<file path="src/rtl/ps2_pkg.sv">
// ---------------------------------------------------------------------------
// ps2_pkg
// Shared definitions for the PS/2 host transmitter and, later, the
// KeyboardDecoder receive path.
//   ps2_state_e  : transmitter FSM states
//   ST_*         : completion status codes reported with the done pulse
//   FRAME_EDGES  : device clock falls in one host-to-device frame
//   odd_parity() : parity bit that makes the 9-bit data+parity field odd
// ---------------------------------------------------------------------------
package ps2_pkg;

    typedef enum logic [2:0] {
        IDLE      = 3'd0,
        INHIBIT   = 3'd1,
        START     = 3'd2,
        SHIFT     = 3'd3,
        WAIT_IDLE = 3'd4
    } ps2_state_e;

    localparam logic [1:0] ST_OK      = 2'b00;
    localparam logic [1:0] ST_NACK    = 2'b01;
    localparam logic [1:0] ST_TIMEOUT = 2'b10;

    localparam int FRAME_EDGES = 11;

    function automatic logic odd_parity(input logic [7:0] b);
        return ~^b;
    endfunction

endpackage

</file>
<file path="src/rtl/ps2_line_filter.sv">
// ---------------------------------------------------------------------------
// ps2_line_filter
// Conditions one raw PS/2 pad: 2-FF synchronizer, then a glitch filter that
// only accepts a new level after FILTER_CYCLES consecutive samples of it,
// plus a one-cycle strobe on every accepted 1->0 transition.
//   clk, rst : system clock, asynchronous active-high reset
//   line_in  : raw pad value (asynchronous to clk)
//   level    : filtered line level (idles high)
//   fall     : one-cycle pulse in the first cycle level reads 0
// ---------------------------------------------------------------------------
module ps2_line_filter #(
    parameter int FILTER_CYCLES = 8
) (
    input  logic clk,
    input  logic rst,
    input  logic line_in,
    output logic level,
    output logic fall
);
    localparam int CW = $clog2(FILTER_CYCLES + 1);

    logic          sync0_q, sync0_d;
    logic          sync1_q, sync1_d;
    logic          filt_q, filt_d;
    logic [CW-1:0] cnt_q, cnt_d;
    logic          fall_q, fall_d;

    always_comb begin
        sync0_d = line_in;
        sync1_d = sync0_q;
        filt_d  = filt_q;
        cnt_d   = '0;
        // cnt tracks how many samples in a row have disagreed with the
        // accepted level; any agreeing sample restarts the run.
        if (sync1_q != filt_q) begin
            if (cnt_q == CW'(FILTER_CYCLES - 1)) begin
                filt_d = sync1_q;
            end else begin
                cnt_d = cnt_q + 1'b1;
            end
        end
        fall_d = filt_q & ~filt_d;
    end

    // Lines idle high, so every stage resets to 1 to avoid a phantom edge.
    always_ff @(posedge clk or posedge rst) begin
        if (rst) begin
            sync0_q <= 1'b1;
            sync1_q <= 1'b1;
            filt_q  <= 1'b1;
            cnt_q   <= '0;
            fall_q  <= 1'b0;
        end else begin
            sync0_q <= sync0_d;
            sync1_q <= sync1_d;
            filt_q  <= filt_d;
            cnt_q   <= cnt_d;
            fall_q  <= fall_d;
        end
    end

    assign level = filt_q;
    assign fall  = fall_q;

endmodule

</file>
<file path="src/rtl/ps2_host_tx.sv">
// ---------------------------------------------------------------------------
// ps2_host_tx
// Sends one command byte from the host to a PS/2 device. Both lines are
// open-drain: an *_oe of 1 pulls the line low, 0 releases it.
//   clk, rst     : system clock, asynchronous active-high reset
//   tx_valid/tx_data/tx_ready : byte handshake, accepted only when idle
//   ps2_clk_in, ps2_data_in   : raw pad values fed back from the lines
//   ps2_clk_oe, ps2_data_oe   : open-drain pull-down enables
//   busy   : transfer in progress (receive path ignores frames meanwhile)
//   done   : one-cycle pulse ending every accepted transfer
//   status : valid with done -- ST_OK, ST_NACK or ST_TIMEOUT
// ---------------------------------------------------------------------------
module ps2_host_tx
    import ps2_pkg::*;
#(
    parameter int INHIBIT_CYCLES = 12000,
    parameter int TIMEOUT_CYCLES = 1500000,
    parameter int FILTER_CYCLES  = 8
) (
    input  logic       clk,
    input  logic       rst,
    input  logic       tx_valid,
    input  logic [7:0] tx_data,
    output logic       tx_ready,
    input  logic       ps2_clk_in,
    input  logic       ps2_data_in,
    output logic       ps2_clk_oe,
    output logic       ps2_data_oe,
    output logic       busy,
    output logic       done,
    output logic [1:0] status
);
    localparam int IW = $clog2(INHIBIT_CYCLES + 1);
    localparam int WW = $clog2(TIMEOUT_CYCLES + 1);

    ps2_state_e    state_q, state_d;
    logic [IW-1:0] inh_q, inh_d;
    logic [WW-1:0] wdog_q, wdog_d;
    logic [3:0]    n_q, n_d;
    logic [7:0]    byte_q, byte_d;
    logic          parity_q, parity_d;
    logic [1:0]    pend_q, pend_d;
    logic          tx_ready_q, tx_ready_d;
    logic          busy_q, busy_d;
    logic          done_q, done_d;
    logic [1:0]    status_q, status_d;
    logic          clk_oe_q, clk_oe_d;
    logic          data_oe_q, data_oe_d;

    logic clk_level, clk_fall;
    logic data_level, data_fall_unused;

    ps2_line_filter #(.FILTER_CYCLES(FILTER_CYCLES)) u_clk_filter (
        .clk    (clk),
        .rst    (rst),
        .line_in(ps2_clk_in),
        .level  (clk_level),
        .fall   (clk_fall)
    );

    ps2_line_filter #(.FILTER_CYCLES(FILTER_CYCLES)) u_data_filter (
        .clk    (clk),
        .rst    (rst),
        .line_in(ps2_data_in),
        .level  (data_level),
        .fall   (data_fall_unused)
    );

    always_comb begin
        state_d   = state_q;
        inh_d     = inh_q;
        wdog_d    = wdog_q;
        n_d       = n_q;
        byte_d    = byte_q;
        parity_d  = parity_q;
        pend_d    = pend_q;
        status_d  = status_q;
        done_d    = 1'b0;
        data_oe_d = data_oe_q;

        unique case (state_q)
            IDLE: begin
                if (tx_valid && tx_ready_q) begin
                    byte_d   = tx_data;
                    parity_d = odd_parity(tx_data);
                    inh_d    = '0;
                    state_d  = INHIBIT;
                end
            end
            INHIBIT: begin
                inh_d = inh_q + 1'b1;
                if (inh_q == IW'(INHIBIT_CYCLES - 1)) begin
                    state_d = START;
                end
            end
            START: begin
                // Leaving START releases the clock with the start bit held.
                n_d     = '0;
                wdog_d  = '0;
                state_d = SHIFT;
            end
            SHIFT: begin
                wdog_d = wdog_q + 1'b1;
                if (clk_fall) begin
                    n_d = (n_q == 4'hF) ? n_q : n_q + 4'd1;
                    // The device samples on the rising edge, so each bit is
                    // presented right after the preceding fall.
                    if (n_d <= 4'd8) begin
                        data_oe_d = ~byte_q[3'(n_d - 4'd1)];
                    end else if (n_d == 4'd9) begin
                        data_oe_d = ~parity_q;
                    end else if (n_d == 4'd10) begin
                        data_oe_d = 1'b0;
                    end else if (n_d == 4'(FRAME_EDGES)) begin
                        pend_d  = data_level ? ST_NACK : ST_OK;
                        state_d = WAIT_IDLE;
                    end
                end
            end
            WAIT_IDLE: begin
                wdog_d = wdog_q + 1'b1;
                if (clk_level && data_level) begin
                    done_d   = 1'b1;
                    status_d = pend_q;
                    state_d  = IDLE;
                end
            end
            default: state_d = IDLE;
        endcase

        // Watchdog overrides any frame progress made in the same cycle.
        if ((state_q == SHIFT || state_q == WAIT_IDLE) &&
            wdog_q == WW'(TIMEOUT_CYCLES - 1)) begin
            done_d   = 1'b1;
            status_d = ST_TIMEOUT;
            state_d  = IDLE;
        end

        clk_oe_d = (state_d == INHIBIT) || (state_d == START);
        if (state_d == START) begin
            data_oe_d = 1'b1;
        end else if (state_d != SHIFT) begin
            data_oe_d = 1'b0;
        end

        // Ready returns one cycle after done so a new request cannot
        // collide with the completion pulse.
        tx_ready_d = (state_d == IDLE) && !done_d;
        busy_d     = (state_d != IDLE);
    end

    always_ff @(posedge clk or posedge rst) begin
        if (rst) begin
            state_q    <= IDLE;
            inh_q      <= '0;
            wdog_q     <= '0;
            n_q        <= '0;
            pend_q     <= ST_OK;
            tx_ready_q <= 1'b1;
            busy_q     <= 1'b0;
            done_q     <= 1'b0;
            status_q   <= ST_OK;
            clk_oe_q   <= 1'b0;
            data_oe_q  <= 1'b0;
        end else begin
            state_q    <= state_d;
            inh_q      <= inh_d;
            wdog_q     <= wdog_d;
            n_q        <= n_d;
            pend_q     <= pend_d;
            tx_ready_q <= tx_ready_d;
            busy_q     <= busy_d;
            done_q     <= done_d;
            status_q   <= status_d;
            clk_oe_q   <= clk_oe_d;
            data_oe_q  <= data_oe_d;
        end
    end

    // Payload only; never observed before being loaded on acceptance.
    always_ff @(posedge clk) begin
        byte_q   <= byte_d;
        parity_q <= parity_d;
    end

    assign tx_ready    = tx_ready_q;
    assign busy        = busy_q;
    assign done        = done_q;
    assign status      = status_q;
    assign ps2_clk_oe  = clk_oe_q;
    assign ps2_data_oe = data_oe_q;

endmodule

</file>
<file path="config.mk">
export PLATFORM = sky130hd
export DESIGN_NAME = ps2_host_tx
export DESIGN_NICKNAME = d
export VERILOG_FILES = /design/src/rtl/ps2_pkg.sv /design/src/rtl/ps2_line_filter.sv /design/src/rtl/ps2_host_tx.sv
export SDC_FILE = /design/constraint.sdc
export NUM_CORES = 1
export LEC_CHECK = 0
export CAP_MARGIN = 20
export CORE_UTILIZATION = 25
export DETAILED_ROUTE_END_ITERATION = 10
export PLACE_DENSITY = 0.37
export SLEW_MARGIN = 20
export SYNTH_ARGS = -nofsm -noshare
export SYNTH_HDL_FRONTEND = slang
export SYNTH_SLANG_ARGS = --single-unit
</file>
<file path="constraint.sdc">
create_clock -name clk -period 7.95 [get_ports clk]
set_clock_uncertainty 0.15 [all_clocks]
set_input_delay 0.795 -clock clk [delete_from_list [all_inputs] [get_ports clk]]
set_output_delay 0.795 -clock clk [all_outputs]
set_load 0.02 [all_outputs]
</file>
* Yosys cells after proc, flatten, opt, wreduce, memory -nomap -nowiden
Index checks and enable logic that the tools add are counted.
** Cells by class
- Bitwise logic cells :: 7
- $lt $le $gt $ge :: 2
- Add/subtract/negate cells :: 6
- Equal/unequal tests :: 19
- Reductions and logical operators :: 27
- Muxes and demuxes :: 38
** Operators with widths (number)
- $pmux 21 s2 :: 1
- $pmux 14 s2 :: 1
- $mux 3 :: 9
- $mux 4 :: 6
- $add 21x1->21 const B :: 1
- $eq 21x21->1 const B :: 1
- $eq 4x4->1 const B :: 4
- $pmux 3 s5 :: 1
- $add 14x1->14 const B :: 1
- $eq 14x14->1 const B :: 1
- $mux 1 :: 14
- $mux 14 :: 1
- $add 4x1->4 const B :: 3
- $reduce_and 2->1 :: 5
- $reduce_bool 2->1 :: 5
- $eq 3x2->1 const B :: 3
- $reduce_bool 3->1 :: 3
- $eq 4x3->1 const B :: 2
- $pmux 4 s2 :: 1
- $reduce_xnor 8->1 :: 1
- $eq 3x1->1 const B :: 2
- $logic_not 3->1 :: 2
- $mux 2 :: 3
- $not 1->1 :: 6
- 17 further kinds :: 22
** Word-level totals
- Bits of input ports :: 13
- Logic and storage cells :: 121
- Bits in registers :: 75

* Longest topological paths before layout
- Depth after elaboration :: 13
- Gate-level depth with buffers :: 11
- Gate-level depth less buffers :: 10

* Hierarchy
Synthesis repeated with hierarchy kept, for this count alone.
** Second synthesis, totals
- Cells, all modules :: 343
- Area total of the unflattened synthesis :: 3738.6 um^2
** Modules (own cells, without submodules)
- ps2_host_tx :: seq. area each 1522.7 um^2, instances 1, cells an instance 299, area an instance 3108.0 um^2
- ps2_line_filter :: seq. area each 203.9 um^2, instances 2, cells an instance 22, area an instance 315.3 um^2

* Worst setup path after synthesis
No wires, ideal clock.
- Path type :: reg-to-reg
- Start point :: register n_q[0]
- End point :: register data_oe_q, in the netlist ps2_data_oe
- Path slack :: 5165 ps
- Data required time :: 7676 ps
- Arrival time :: 2511 ps
- Stages on the path, launching flop included :: 12
- Path through :: dfrtp_1 ha_1 buf_2 nand3_4 mux2i_1 ha_1 or3b_1 o211ai_2 nor2b_1 a22oi_2 a311oi_1 o31a_1
** On the way
- Longest elaborated chain between the ends :: 13
** RTL lines
- start: declaration :: RTL line ps2_host_tx.sv:39 : logic [3:0] n_q, n_d;
- start signal: assignment :: RTL line ps2_host_tx.sv:169 : n_q <= n_d;
- $add 4x1->4 or $eq 4x4->1 (tied branches) :: RTL line ps2_host_tx.sv:105 : n_d = (n_q == 4'hF) ? n_q : n_q + 4'd1;
- $mux 4 (*) :: RTL line ps2_host_tx.sv:105
- $eq 4x4->1 :: RTL line ps2_host_tx.sv:114 : end else if (n_d == 4'(FRAME_EDGES)) begin
- $mux 3 :: RTL line ps2_host_tx.sv:114
- $mux 3 :: RTL line ps2_host_tx.sv:112 : end else if (n_d == 4'd10) begin
- $mux 3 :: RTL line ps2_host_tx.sv:110 : end else if (n_d == 4'd9) begin
- $mux 3 :: RTL line ps2_host_tx.sv:108 : if (n_d <= 4'd8) begin
- $mux 3 :: RTL line ps2_host_tx.sv:104 : if (clk_fall) begin
- $pmux 3 s5 :: RTL line ps2_host_tx.sv:81 : unique case (state_q)
- $mux 3 :: RTL line ps2_host_tx.sv:132 : if ((state_q == SHIFT || state_q == WAIT_IDLE) &&
- $eq 3x2->1 or $ne 3x2->1 (tied branches) :: RTL line ps2_host_tx.sv:140, ps2_host_tx.sv:142
- $reduce_bool 5->1 (no source line), or another cell as far along
- $reduce_and 3->1 (no source line) or $mux 1 (tied branches)
- end signal: assignment :: RTL line ps2_host_tx.sv:176 : data_oe_q <= data_oe_d;
- end: declaration :: RTL line ps2_host_tx.sv:48 : logic data_oe_q, data_oe_d;
Every way passes the cells marked *; elsewhere a longest branch is shown, timed or not. The select of a mux whose other input is x is not followed.
A chain may end at the register's enable or synchronous reset.

* Final worst setup path
- Start point :: register n_q[0]
- End point :: register pend_q[0]
** On the way
- Longest elaborated chain between the ends :: 5
** RTL lines
- $add 4x1->4 or $eq 4x4->1 (tied branches) :: RTL line ps2_host_tx.sv:105
- $mux 4 (*) :: RTL line ps2_host_tx.sv:105
- $le 4x4->1, or another cell as far along :: RTL line ps2_host_tx.sv:108
- $not 1->1 (no source line)
- $reduce_and 6->1 (no source line) (*)
- end signal: assignment :: RTL line ps2_host_tx.sv:170 : pend_q <= pend_d;
- end: declaration :: RTL line ps2_host_tx.sv:42 : logic [1:0] pend_q, pend_d;
Every way passes the cells marked *; elsewhere a longest branch is shown, timed or not.

==> results.toml <==
[run_status]
status = "completed"

[clock_tree]
postCtsSetupBuffers = 0
cts_tree = "yes"
cts_max_path_buffers = 2
clkTransAtPathRegs_ns = 0.06
cts_max_level = 3
clock_sinks = 74
clk_latency_ns = 0.34
hold_buffers = 0
cts-root-buf = "clkbuf_16"
cts_buffers = 9
ctsResizeCount = 0

[placement]
dp_hpwl_mm = 5.71
dpl-instance-area_sq_mm = 0.00418
dp_cells = 573
numPortBuffers = 19
routabilityCongestion = 0.746

[worst_setup_path]
end_kind = "register"
cp.arrival_ns = 3.12
required_ns = 8.02
start_kind = "register"
critPathKind = "register to register"
critPathMaxFanout = 8

[timing]
setup_tns_ns = 0
rsz0062_at_grt = "false"
fmax_mhz = 327
worst_pin_slew_ns = 1.03
finalHoldViolations = 0
min_period_over_period_pct = 38.4
finalCriticalPeriod_ns = 3.06
slew_headroom_pct = 31.3
maxSlewViolCount = 0
setup_violations = 0

[detailed_routing]
drt_iter0_drc = 162
wl_per_cell_microns = 14.4
dr.pass1.iters = 4
drt-total-wl_mm = 8.49
drc = 0
ant_nets = 0
vias = 2835
vias_per_cell = 4.81

[worst_hold_path]
hp-class = "register to register"

[cells_and_area]
final_cell_mix = "dfrtp_1 (58), o21ai_0 (49), nand2_1 (39)"
area_delta_synth_final_pct = 17.4
stdcell_count = 589
finalNetCount = 423
antennaDiodeCount = 0
final_area_sq_mm = 0.00450
final_common_cell = "dfrtp_1"
drive_above_1_share_pct = 11.4

[pwr]
peakVddDrop_mv = 0.0880
cellLeakagePower_nw = 1.78
powerDensity_mw_per_mm2 = 201

[floorplan]
rows = 44
die_w_microns = 126
fp.dieH_microns = 126
core-area_sq_mm = 0.0148
pin_count = 20
start_util_pct = 26.0
dieArea_sq_mm = 0.0158

[synthesis]
synth_ff_type = "dfrtp_1"
syn_nets = 406
async_flop_share_pct = 87.8
seq_area_frac_synth_pct = 49.8
avgSynthCellArea_sq_um = 10.0
synthCells = 383
synth_edf_count = 9
netlist_area_sq_mm = 0.00383
yosys.cell_types.count = 66
ys_ff_latch = 74
yosysWarnings = 0

[run]
maxCapViolCount = 0

[global_route]
grt_pass1_vias = 2775
grt_pass1_wl_mm = 14.5
antenna_found_initial = 0
grt-ovfl-total = 0
grt.total_usage_pct = 11.7
grt_max_degree = 66
-- critical path, cell delays in order (launching register included) --
cell and delay (ns):
dfrtp_1 0.52, ha_1 0.42, nand3_4 0.16, mux2i_1 0.21, ha_1 0.27, and3b_1 0.23
a22oi_2 0.06, or4_4 0.45, nor2_2 0.13, mux2_1 0.33
-- cells in the mapped netlist, types with 2 or more instances --
master    count  area share, %
buf_2         7           0.91
clkbuf_1      4           0.39
a21oi_1      10            1.3
a21o_1        2           0.39
a22oi_2       3           0.98
inv_1        11            1.1
buf_6         2           0.59
nor2b_1       5           0.82
nand3b_1      5           0.98
dfrtp_1      58             38
and3_1        2           0.33
nand2b_1      2           0.33
and2_1        3           0.49
mux2i_1       7            1.8
edfxtp_1      9            7.1
nor3b_1       4           0.78
o211ai_1      2           0.39
nor2_1       28            2.7
a31oi_1      11            1.8
o21ai_1       5           0.65
nand4b_1      2           0.46
ha_1         10            3.3
xor2_1        2           0.46
dfstp_2       7            4.8
o21ai_0      49            6.4
o31ai_1       5           0.98
nand4_1      13            2.1
nand3_1      21            2.7
and4_1        2           0.46
nor3_1        6           0.78
nand2_1      39            3.8
xnor2_1      11            2.5
nor4_1        2           0.33
mux2_2        2           0.59
-- kinds of logic after synthesis --
logic type | share of synthesized area, %
compound gates | 15.3
xor+xnor | 3.69
fa+ha+maj | 3.27
buf+inv | 3.27
flops | 49.8
mux | 2.71
simple gates | 22.0
-- sequential cells by signal (all words and copies together) (netlist names), 2 cells and up --
register / flops
byte_q: 8
inh_q: 14
n_q: 4
state_q: 3
status: 2
u_clk_filter.cnt_q: 4
u_data_filter.cnt_q: 4
wdog_q: 21
-- per-layer routing --
metal / routed length [microns] / global-route usage [%]
met5: 0 / 0
met4: 66 / 4.04
met3: 277 / 3.99
met2: 3950 / 18.5
met1: 4190 / 15.0
-- final cells by class --
type	instances	area (sq um)
clock inverter	4	47.5
clock buffer	12	268
timing repair buffer	20	198
tap	184	230
sequential	74	1910
inverter	12	45.0
multi-input combinational	283	1800
fill	1505	10300
-- power breakdown --
part | switching, mW | total [mW] | internal (mW)
registers | 0.0142 | 0.419 | 0.405
logic | 0.0260 | 0.0547 | 0.0288
clock network | 0.161 | 0.431 | 0.270
total | 0.201 | 0.905 | 0.704
-- worst paths after layout --
check / from / endpoint / slack, ns / cells past startpoint
max: n_q[0] / pend_q[0] / 4.89 / 9
min: u_clk_filter.sync0_q / u_clk_filter.sync1_q / 0.20 / 0
max reg2reg: n_q[0] / pend_q[0] / 4.89 / 9
min reg2reg: u_clk_filter.sync0_q / u_clk_filter.sync1_q / 0.20 / 0
max in group asynchronous: rst / status[0] / 6.20 / 3
min in group asynchronous: rst / wdog_q[1] / 0.90 / 3
-- stage by stage --
stage	hold WS (ns)	power, mW	util [%]	worst slack [ns]
floorplan	0.195	0.464	-	5.17
global placement	0.197	0.483	28.3	4.92
detailed placement	0.197	0.483	28.3	4.88
CTS	0.205	0.925	30.5	4.89
global route	0.208	0.947	30.5	4.69
finish	0.204	0.905	30.5	4.89
Power figures use the tool's default switching activity.
